File: src/rtl/monitor_packetizer_if.sv
// Word handshake between a monitor-word producer and monitor_packetizer.
// master drives the word and valid; slave returns ready.
interface monitor_packetizer_if #(
  parameter int unsigned WORD_BYTES = 4
);
  logic [8*WORD_BYTES-1:0] word_data;
  logic                    word_valid;
  logic                    word_ready;

  modport master (
    output word_data,
    output word_valid,
    input  word_ready
  );

  modport slave (
    input  word_data,
    input  word_valid,
    output word_ready
  );
endinterface

File: src/rtl/monitor_packetizer.sv
// Buffers monitor words and frames each as HEADER, data bytes MSB-first, checksum,
// strobing the RS-232C transmitter with a fixed cycle spacing per byte.
module monitor_packetizer #(
  parameter int unsigned WORD_BYTES = 4,
  parameter int unsigned FIFO_DEPTH = 4,
  parameter logic [7:0]  HEADER     = 8'hA5,
  parameter int unsigned START_HOLD = 4,
  parameter int unsigned BYTE_GAP   = 400
) (
  input  logic                 clk,
  input  logic                 rst_n,
  monitor_packetizer_if.slave  word_if,
  output logic [7:0]           send_monitor_value,
  output logic                 send_monitor_start,
  output logic                 busy,
  output logic                 frame_done
);

  localparam int unsigned WORD_W  = 8 * WORD_BYTES;
  localparam int unsigned PTR_W   = (FIFO_DEPTH > 1) ? $clog2(FIFO_DEPTH) : 1;
  localparam int unsigned FCNT_W  = $clog2(FIFO_DEPTH + 1);
  localparam int unsigned IDX_W   = $clog2(WORD_BYTES + 2);
  localparam int unsigned CNT_W   = $clog2(BYTE_GAP + 1);
  localparam int unsigned GAP_LEN = BYTE_GAP - START_HOLD;

  localparam logic [IDX_W-1:0]  IDX_LAST  = IDX_W'(WORD_BYTES + 1);
  localparam logic [IDX_W-1:0]  IDX_CSUM1 = IDX_W'(WORD_BYTES);
  localparam logic [CNT_W-1:0]  HOLD_LOAD = CNT_W'(START_HOLD - 1);
  localparam logic [CNT_W-1:0]  GAP_LOAD  = CNT_W'(GAP_LEN - 1);
  localparam logic [FCNT_W-1:0] FIFO_FULL = FCNT_W'(FIFO_DEPTH);

  typedef enum logic [1:0] {
    IDLE  = 2'd0,
    START = 2'd1,
    GAP   = 2'd2
  } state_t;

  // ---------------- word FIFO ----------------
  logic [WORD_W-1:0] fifo_mem [FIFO_DEPTH];
  logic [PTR_W-1:0]  wr_ptr_q, wr_ptr_d;
  logic [PTR_W-1:0]  rd_ptr_q, rd_ptr_d;
  logic [FCNT_W-1:0] fifo_cnt_q, fifo_cnt_d;
  logic              push, pop;
  logic [WORD_W-1:0] head_word;

  // ---------------- framer ----------------
  state_t            state_q, state_d;
  logic [IDX_W-1:0]  idx_q, idx_d;
  logic [CNT_W-1:0]  cnt_q, cnt_d;
  logic [WORD_W-1:0] shift_q, shift_d;
  logic [7:0]        csum_q, csum_d;
  logic [7:0]        value_q, value_d;
  logic              start_q, start_d;
  logic              busy_q, busy_d;
  logic              done_q, done_d;

  assign word_if.word_ready = (fifo_cnt_q != FIFO_FULL);
  assign push      = word_if.word_valid && (fifo_cnt_q != FIFO_FULL);
  assign pop       = (state_q == IDLE) && (fifo_cnt_q != '0);
  assign head_word = fifo_mem[rd_ptr_q];

  // Depth is a power of two, so the pointers wrap naturally.
  always_comb begin
    wr_ptr_d   = wr_ptr_q;
    rd_ptr_d   = rd_ptr_q;
    fifo_cnt_d = fifo_cnt_q;
    if (push) begin
      wr_ptr_d = wr_ptr_q + PTR_W'(1);
    end
    if (pop) begin
      rd_ptr_d = rd_ptr_q + PTR_W'(1);
    end
    case ({push, pop})
      2'b10:   fifo_cnt_d = fifo_cnt_q + FCNT_W'(1);
      2'b01:   fifo_cnt_d = fifo_cnt_q - FCNT_W'(1);
      default: fifo_cnt_d = fifo_cnt_q;
    endcase
  end

  always_ff @(posedge clk) begin
    if (push) begin
      fifo_mem[wr_ptr_q] <= word_if.word_data;
    end
  end

  // One down-counter times both the strobe hold and the inter-byte gap.
  always_comb begin
    state_d = state_q;
    idx_d   = idx_q;
    cnt_d   = cnt_q;
    shift_d = shift_q;
    csum_d  = csum_q;
    value_d = value_q;
    done_d  = 1'b0;
    case (state_q)
      IDLE: begin
        if (fifo_cnt_q != '0) begin
          shift_d = head_word;
          csum_d  = 8'h00;
          idx_d   = '0;
          value_d = HEADER;
          cnt_d   = HOLD_LOAD;
          state_d = START;
        end
      end
      START: begin
        if (cnt_q == '0) begin
          cnt_d   = GAP_LOAD;
          state_d = GAP;
        end else begin
          cnt_d = cnt_q - CNT_W'(1);
        end
      end
      GAP: begin
        if (cnt_q == '0) begin
          if (idx_q == IDX_LAST) begin
            state_d = IDLE;
          end else begin
            idx_d   = idx_q + IDX_W'(1);
            cnt_d   = HOLD_LOAD;
            state_d = START;
            if (idx_q == IDX_CSUM1) begin
              value_d = csum_q;
            end else begin
              value_d = shift_q[WORD_W-1 -: 8];
              csum_d  = csum_q + shift_q[WORD_W-1 -: 8];
              shift_d = shift_q << 8;
            end
          end
        end else begin
          cnt_d = cnt_q - CNT_W'(1);
          // Registered pulse must land on the final gap cycle.
          if ((cnt_q == CNT_W'(1)) && (idx_q == IDX_LAST)) begin
            done_d = 1'b1;
          end
        end
      end
      default: begin
        state_d = IDLE;
      end
    endcase
    start_d = (state_d == START);
    busy_d  = (state_d != IDLE);
  end

  always_ff @(posedge clk or negedge rst_n) begin
    if (!rst_n) begin
      wr_ptr_q   <= '0;
      rd_ptr_q   <= '0;
      fifo_cnt_q <= '0;
      state_q    <= IDLE;
      idx_q      <= '0;
      cnt_q      <= '0;
      shift_q    <= '0;
      csum_q     <= 8'h00;
      value_q    <= 8'h00;
      start_q    <= 1'b0;
      busy_q     <= 1'b0;
      done_q     <= 1'b0;
    end else begin
      wr_ptr_q   <= wr_ptr_d;
      rd_ptr_q   <= rd_ptr_d;
      fifo_cnt_q <= fifo_cnt_d;
      state_q    <= state_d;
      idx_q      <= idx_d;
      cnt_q      <= cnt_d;
      shift_q    <= shift_d;
      csum_q     <= csum_d;
      value_q    <= value_d;
      start_q    <= start_d;
      busy_q     <= busy_d;
      done_q     <= done_d;
    end
  end

  assign send_monitor_value = value_q;
  assign send_monitor_start = start_q;
  assign busy               = busy_q;
  assign frame_done         = done_q;

endmodule

File: src/flat_wrapper.sv
// flat-port wrapper written by rule: the top's interface ports become plain ports
module monitor_packetizer_flat 
#(
  parameter int unsigned WORD_BYTES = 4,
  parameter int unsigned FIFO_DEPTH = 4,
  parameter logic [7:0]  HEADER     = 8'hA5,
  parameter int unsigned START_HOLD = 4,
  parameter int unsigned BYTE_GAP   = 400
)
  (clk, rst_n, send_monitor_value, send_monitor_start, busy, frame_done, word_if_word_data, word_if_word_valid, word_if_word_ready);
  monitor_packetizer_if #(.WORD_BYTES(WORD_BYTES)) word_if_i ();
  input  logic clk;
  input  logic rst_n;
  output logic [7:0] send_monitor_value;
  output logic send_monitor_start;
  output logic busy;
  output logic frame_done;
  input wire logic [$bits(word_if_i.word_data)-1:0] word_if_word_data;
  input wire logic [$bits(word_if_i.word_valid)-1:0] word_if_word_valid;
  output wire logic [$bits(word_if_i.word_ready)-1:0] word_if_word_ready;
  assign word_if_i.word_data = word_if_word_data;
  assign word_if_i.word_valid = word_if_word_valid;
  assign word_if_word_ready = word_if_i.word_ready;
  monitor_packetizer #(.WORD_BYTES(WORD_BYTES), .FIFO_DEPTH(FIFO_DEPTH), .HEADER(HEADER), .START_HOLD(START_HOLD), .BYTE_GAP(BYTE_GAP)) u_core (.clk(clk), .rst_n(rst_n), .word_if(word_if_i), .send_monitor_value(send_monitor_value), .send_monitor_start(send_monitor_start), .busy(busy), .frame_done(frame_done));
endmodule
File: config.mk
export PLATFORM = sky130hd
export DESIGN_NAME = monitor_packetizer_flat
export DESIGN_NICKNAME = d
export VERILOG_FILES = /design/src/rtl/monitor_packetizer_if.sv /design/src/rtl/monitor_packetizer.sv /design/src/flat_wrapper.sv
export SDC_FILE = /design/constraint.sdc
export NUM_CORES = 1
export LEC_CHECK = 0
export CAP_MARGIN = 20
export CORE_MARGIN = 4
export CORE_UTILIZATION = 40
export CTS_BUF_LIST = sky130_fd_sc_hd__clkbuf_4 sky130_fd_sc_hd__clkbuf_8
export DETAILED_ROUTE_END_ITERATION = 8
export SYNTH_ARGS = -nofsm -noshare
export SYNTH_HDL_FRONTEND = slang
export SYNTH_SLANG_ARGS = --single-unit
export TNS_END_PERCENT = 50
File: constraint.sdc
create_clock -name clk -period 2.6 [get_ports clk]
set_input_delay 0.52 -clock clk [delete_from_list [all_inputs] [get_ports clk]]
set_output_delay 0.52 -clock clk [all_outputs]
set_load 0.05 [all_outputs]
==> impl_metrics.csv, run 1 <==
group,metric,value,unit
sta,fin_crit_sh,0.909,
synth,synth_nets,618,
clocking,tritoncts,"done",
sta,tns,0,ns
setup_path,path_cells,"inv_1 -> ha_1 -> nor2b_1 -> nand3_1 -> o31ai_4 -> nor2_1 -> a32o_1",
clocking,postCtsSetupRepairBufs,0,
drt,route.detailed.vias_per_inst,5.30,
drt,post_drt_wl_per_cell,17.8,µm
drt,drc_errors,0,
power_and_ir_drop,power_density,1170,mW/mm²
global_routing,overflow,0,
die,die_h,153,µm
clocking,clock-sinks,200,
setup_path,path_class,"flip-flop to flip-flop",
setup_path,start_kind,"flip-flop",
finish,final_nets,679,
setup_path,crit_fanout,9,
sta,clock-skew-final,0.0168,ns
sta,slew_violations,0,
drt,drt-total-wl,16.0,mm
power_and_ir_drop,p_int,7.13,mW
synth,synth_ff_type,"edfxtp_1",
sta,slew-limit-headroom,0.651,
clocking,clock_latency,0.47,ns
global_routing,track_usage,0.141,
finish,fillers,1810,
power_and_ir_drop,leakagePower,3.61,nW
finish,area_growth,16.0,%
synth,synth.top_cell.area_share,0.459,
power_and_ir_drop,ir_drop,0.520,mV
synth,async_reset_ff_frac,0.360,
setup_path,critPathMaxStageDelay,0.50,ns
power_and_ir_drop,totalPowerFinal,11.3,mW
global_routing,antenna_found_initial,0,
synth,syn-mean-instance-area,15.0,µm²
sta,worst_pin_slew,0.523,ns
drt,ant_nets,0,
synth,ys_seq_elements,200,
synth,syn_inst,559,
setup_path,critPathSlowestCell,"o31ai_4",
sta,min_period,2.36,ns
die,die_w,153,µm
die,io_pins,47,
sta,finalHoldViolations,0,
place,place.gp.congestion,0.819,
clocking,cts_buffer_depth,2,
synth,ys_seq_area_frac,0.674,
min_path,hold_start,"u_core.send_monitor_value[2]",
synth,synth_edf_count,128,
synth,synthTopCellsByArea,"edfxtp_1 (46%), dfrtp_1 (22%), mux4_2 (8.6%)",
outcome,status,"completed",
power_and_ir_drop,power_frac_seq,0.419,
sta,timing.fmax,423,MHz
clocking,cts-htree-levels,4,
sta,rsz0062_at_grt,"false",
die,core,0.0204,mm²
drt,drt_iter0_drc,270,
drt,vias,4788,
place,place_ws,0.236,ns
setup_path,reg2reg_from,"u_core.cnt_q[0]",
synth,netlist_area,0.00837,mm²
min_path,hp-class,"flip-flop to flip-flop",
place,dp_hpwl,10.5,mm
power_and_ir_drop,pwr-share-comb,0.399,
drt,firstDrtPassIters,4,
synth,synth_top_area_cell,"edfxtp_1",
finish,drive_gt1_frac,0.145,
clocking,numCtsBuffers,17,
global_routing,grt_max_degree,39,
job,max-cap-violations,0,
finish,diodes,0,
setup_path,critPathCaptureType,"flip-flop",
die,rows,52,
power_and_ir_drop,p_sw_frac,0.372,
clocking,path_clk_slew,0.11,ns
power_and_ir_drop,pwr-share-clk,0.183,
place,io_buffers,46,
die,die_area,0.0233,mm²
sta,finalSetupViolations,0,
setup_path,crit_start,"u_core.cnt_q[0]",
power_and_ir_drop,switching_power,4.22,mW
global_routing,grt_pass1_wl,26.1,mm
sta,timing.final.ws_setup,0.238,ns
setup_path,worstPathArrival,2.73,ns
global_routing,grt_pass1_vias,4784,
setup_path,required,2.97,ns
synth,yosys_warnings,0,
clocking,clock-root-buffer,"clkbuf_8",
synth,synth.distinct_cells,54,
die,initial_core_util,0.410,
## path summary, 6_finish.rpt
kind                                                endpoint  slack, ns  cells after the start
worst max-delay path                         u_core.cnt_q[5]       0.24                      7
worst min-delay path            u_core.send_monitor_value[2]       0.48                      1
worst max register to register               u_core.cnt_q[5]       0.24                      7
worst min register to register  u_core.send_monitor_value[2]       0.48                      1
max in group asynchronous                   u_core.csum_q[4]       1.49                      3
min in group asynchronous                    u_core.cnt_q[4]       0.54                      2
## synthesized netlist by cell type, types with 2 or more instances
cell type,number
buf_2,12
or3_4,2
dfrtp_1,72
a31oi_1,6
mux4_2,32
nand2_1,36
o21bai_1,3
a31o_2,2
mux2i_1,5
clkbuf_1,9
o31a_1,2
xor2_1,7
a21o_1,6
inv_1,14
nor2_1,64
nand3_1,3
a22o_1,9
nand3b_1,2
nand2b_1,5
and3_1,7
o21ai_0,20
nor2b_1,2
fa_1,2
buf_1,2
a21oi_1,12
nand4_1,2
xnor2_1,5
a211oi_1,3
ha_1,22
and2_1,3
o22ai_1,24
edfxtp_1,128
o22a_1,2
nor4_1,2
nor3_1,7
o31ai_1,7
## power groups by stage
stage / logic [mW] / registers (mW) / clock network [mW]
after floorplan: 3.13 / 4.86 / 0
after global placement: 4.45 / 4.78 / 0
after detailed placement: 4.57 / 4.83 / 0
after CTS: 4.59 / 4.76 / 2.13
after global routing: 4.98 / 4.84 / 2.26
final: 4.52 / 4.75 / 2.07
## critical path: cells and delay by family, from the launching register on
family                   cells  cell delay [ns]
AO/OA/AOI/OAI                2             0.79
AND/OR/NAND/NOR              3             0.71
flip-flops                   1             0.43
adder cells (fa/ha/maj)      1             0.21
buffers and inverters        1             0.12
## cell type report
class                           instances  area [µm²]  share of cell area
Sequential cell                       200        5650               0.581
Multi-Input combinational cell        321        2570               0.264
Timing Repair Buffer                   65         681              0.0701
Tap cell                              270         338              0.0348
Clock buffer                           18         241              0.0249
Clock inverter                         14         180              0.0186
Inverter                               15        56.3             0.00580
## flip-flops by register name, indices dropped and copies added (netlist names)
name	flops
u_core.rd_ptr_q	2
u_core.wr_ptr_q	2
u_core.send_monitor_value	8
u_core.state_q	2
u_core.csum_q	8
u_core.send_monitor_start	1
u_core.fifo_mem	128
u_core.busy	1
u_core.cnt_q	9
u_core.shift_q	32
u_core.frame_done	1
u_core.fifo_cnt_q	3
u_core.idx_q	3
## cell families after synthesis
logic type	count (synthesis)	share of synthesized area
DFF	200	0.674
and+or+nand+nor	143	0.0800
AOI/OAI and AO/OA	105	0.0846
buffers and inverters	38	0.0188
muxes	37	0.0921
adders and majority gates	24	0.0377
xor gates and xnor gates	12	0.0126
## per-layer routing
| metal | track usage | vias to the layer above | share of wire |
|---|---|---|---|
| li1 | - | 2245 | - |
| met1 | 0.191 | 2434 | 0.46 |
| met2 | 0.233 | 93 | 0.49 |
| met3 | 0.0352 | 16 | 0.037 |
| met4 | 0.0344 | 0 | 0.0090 |
| met5 | 0 | - | 0 |
## what timing repair did
action	CTS	global route
gates resized for setup	0	1
setup endpoints to repair	0	1
hold endpoints to repair	25	0
hold buffers	1	0
## layout by cell type (no fill, tap or decap), drive strengths merged, types with 4 or more instances in the layout
master / instances
clkinv: 4
a21o: 6
nor2: 64
a21oi: 12
mux2i: 5
nand2b: 5
a31oi: 6
mux4: 32
xnor2: 5
edfxtp: 128
clkdlybuf4s50: 44
nor3: 9
o31ai: 8
xor2: 7
buf: 19
inv: 20
o21ai: 21
a22o: 9
ha: 22
clkbuf: 18
dfrtp: 72
o22ai: 24
and3: 7
nand2: 36
## stage by stage
stage / utilization / cells / hold slack, ns / area (µm²)
CTS: 0.475 / 903 / 0.487 / 9710
global placement: 0.454 / 870 / 0.459 / 9280
global route: 0.475 / 903 / 0.509 / 9710
detailed placement: 0.454 / 870 / 0.466 / 9280
finish: 0.475 / 903 / 0.483 / 9710
floorplan: - / 559 / 0.224 / 8370
Note: power is estimated with default switching activity, not from simulation.
==> run 2, diff against run 1 <==
Settings changed: GPL_TIMING_DRIVEN set to 1.
==> results of run 2 <==
Final layout, timing and power as in run 1 (identical DEF).
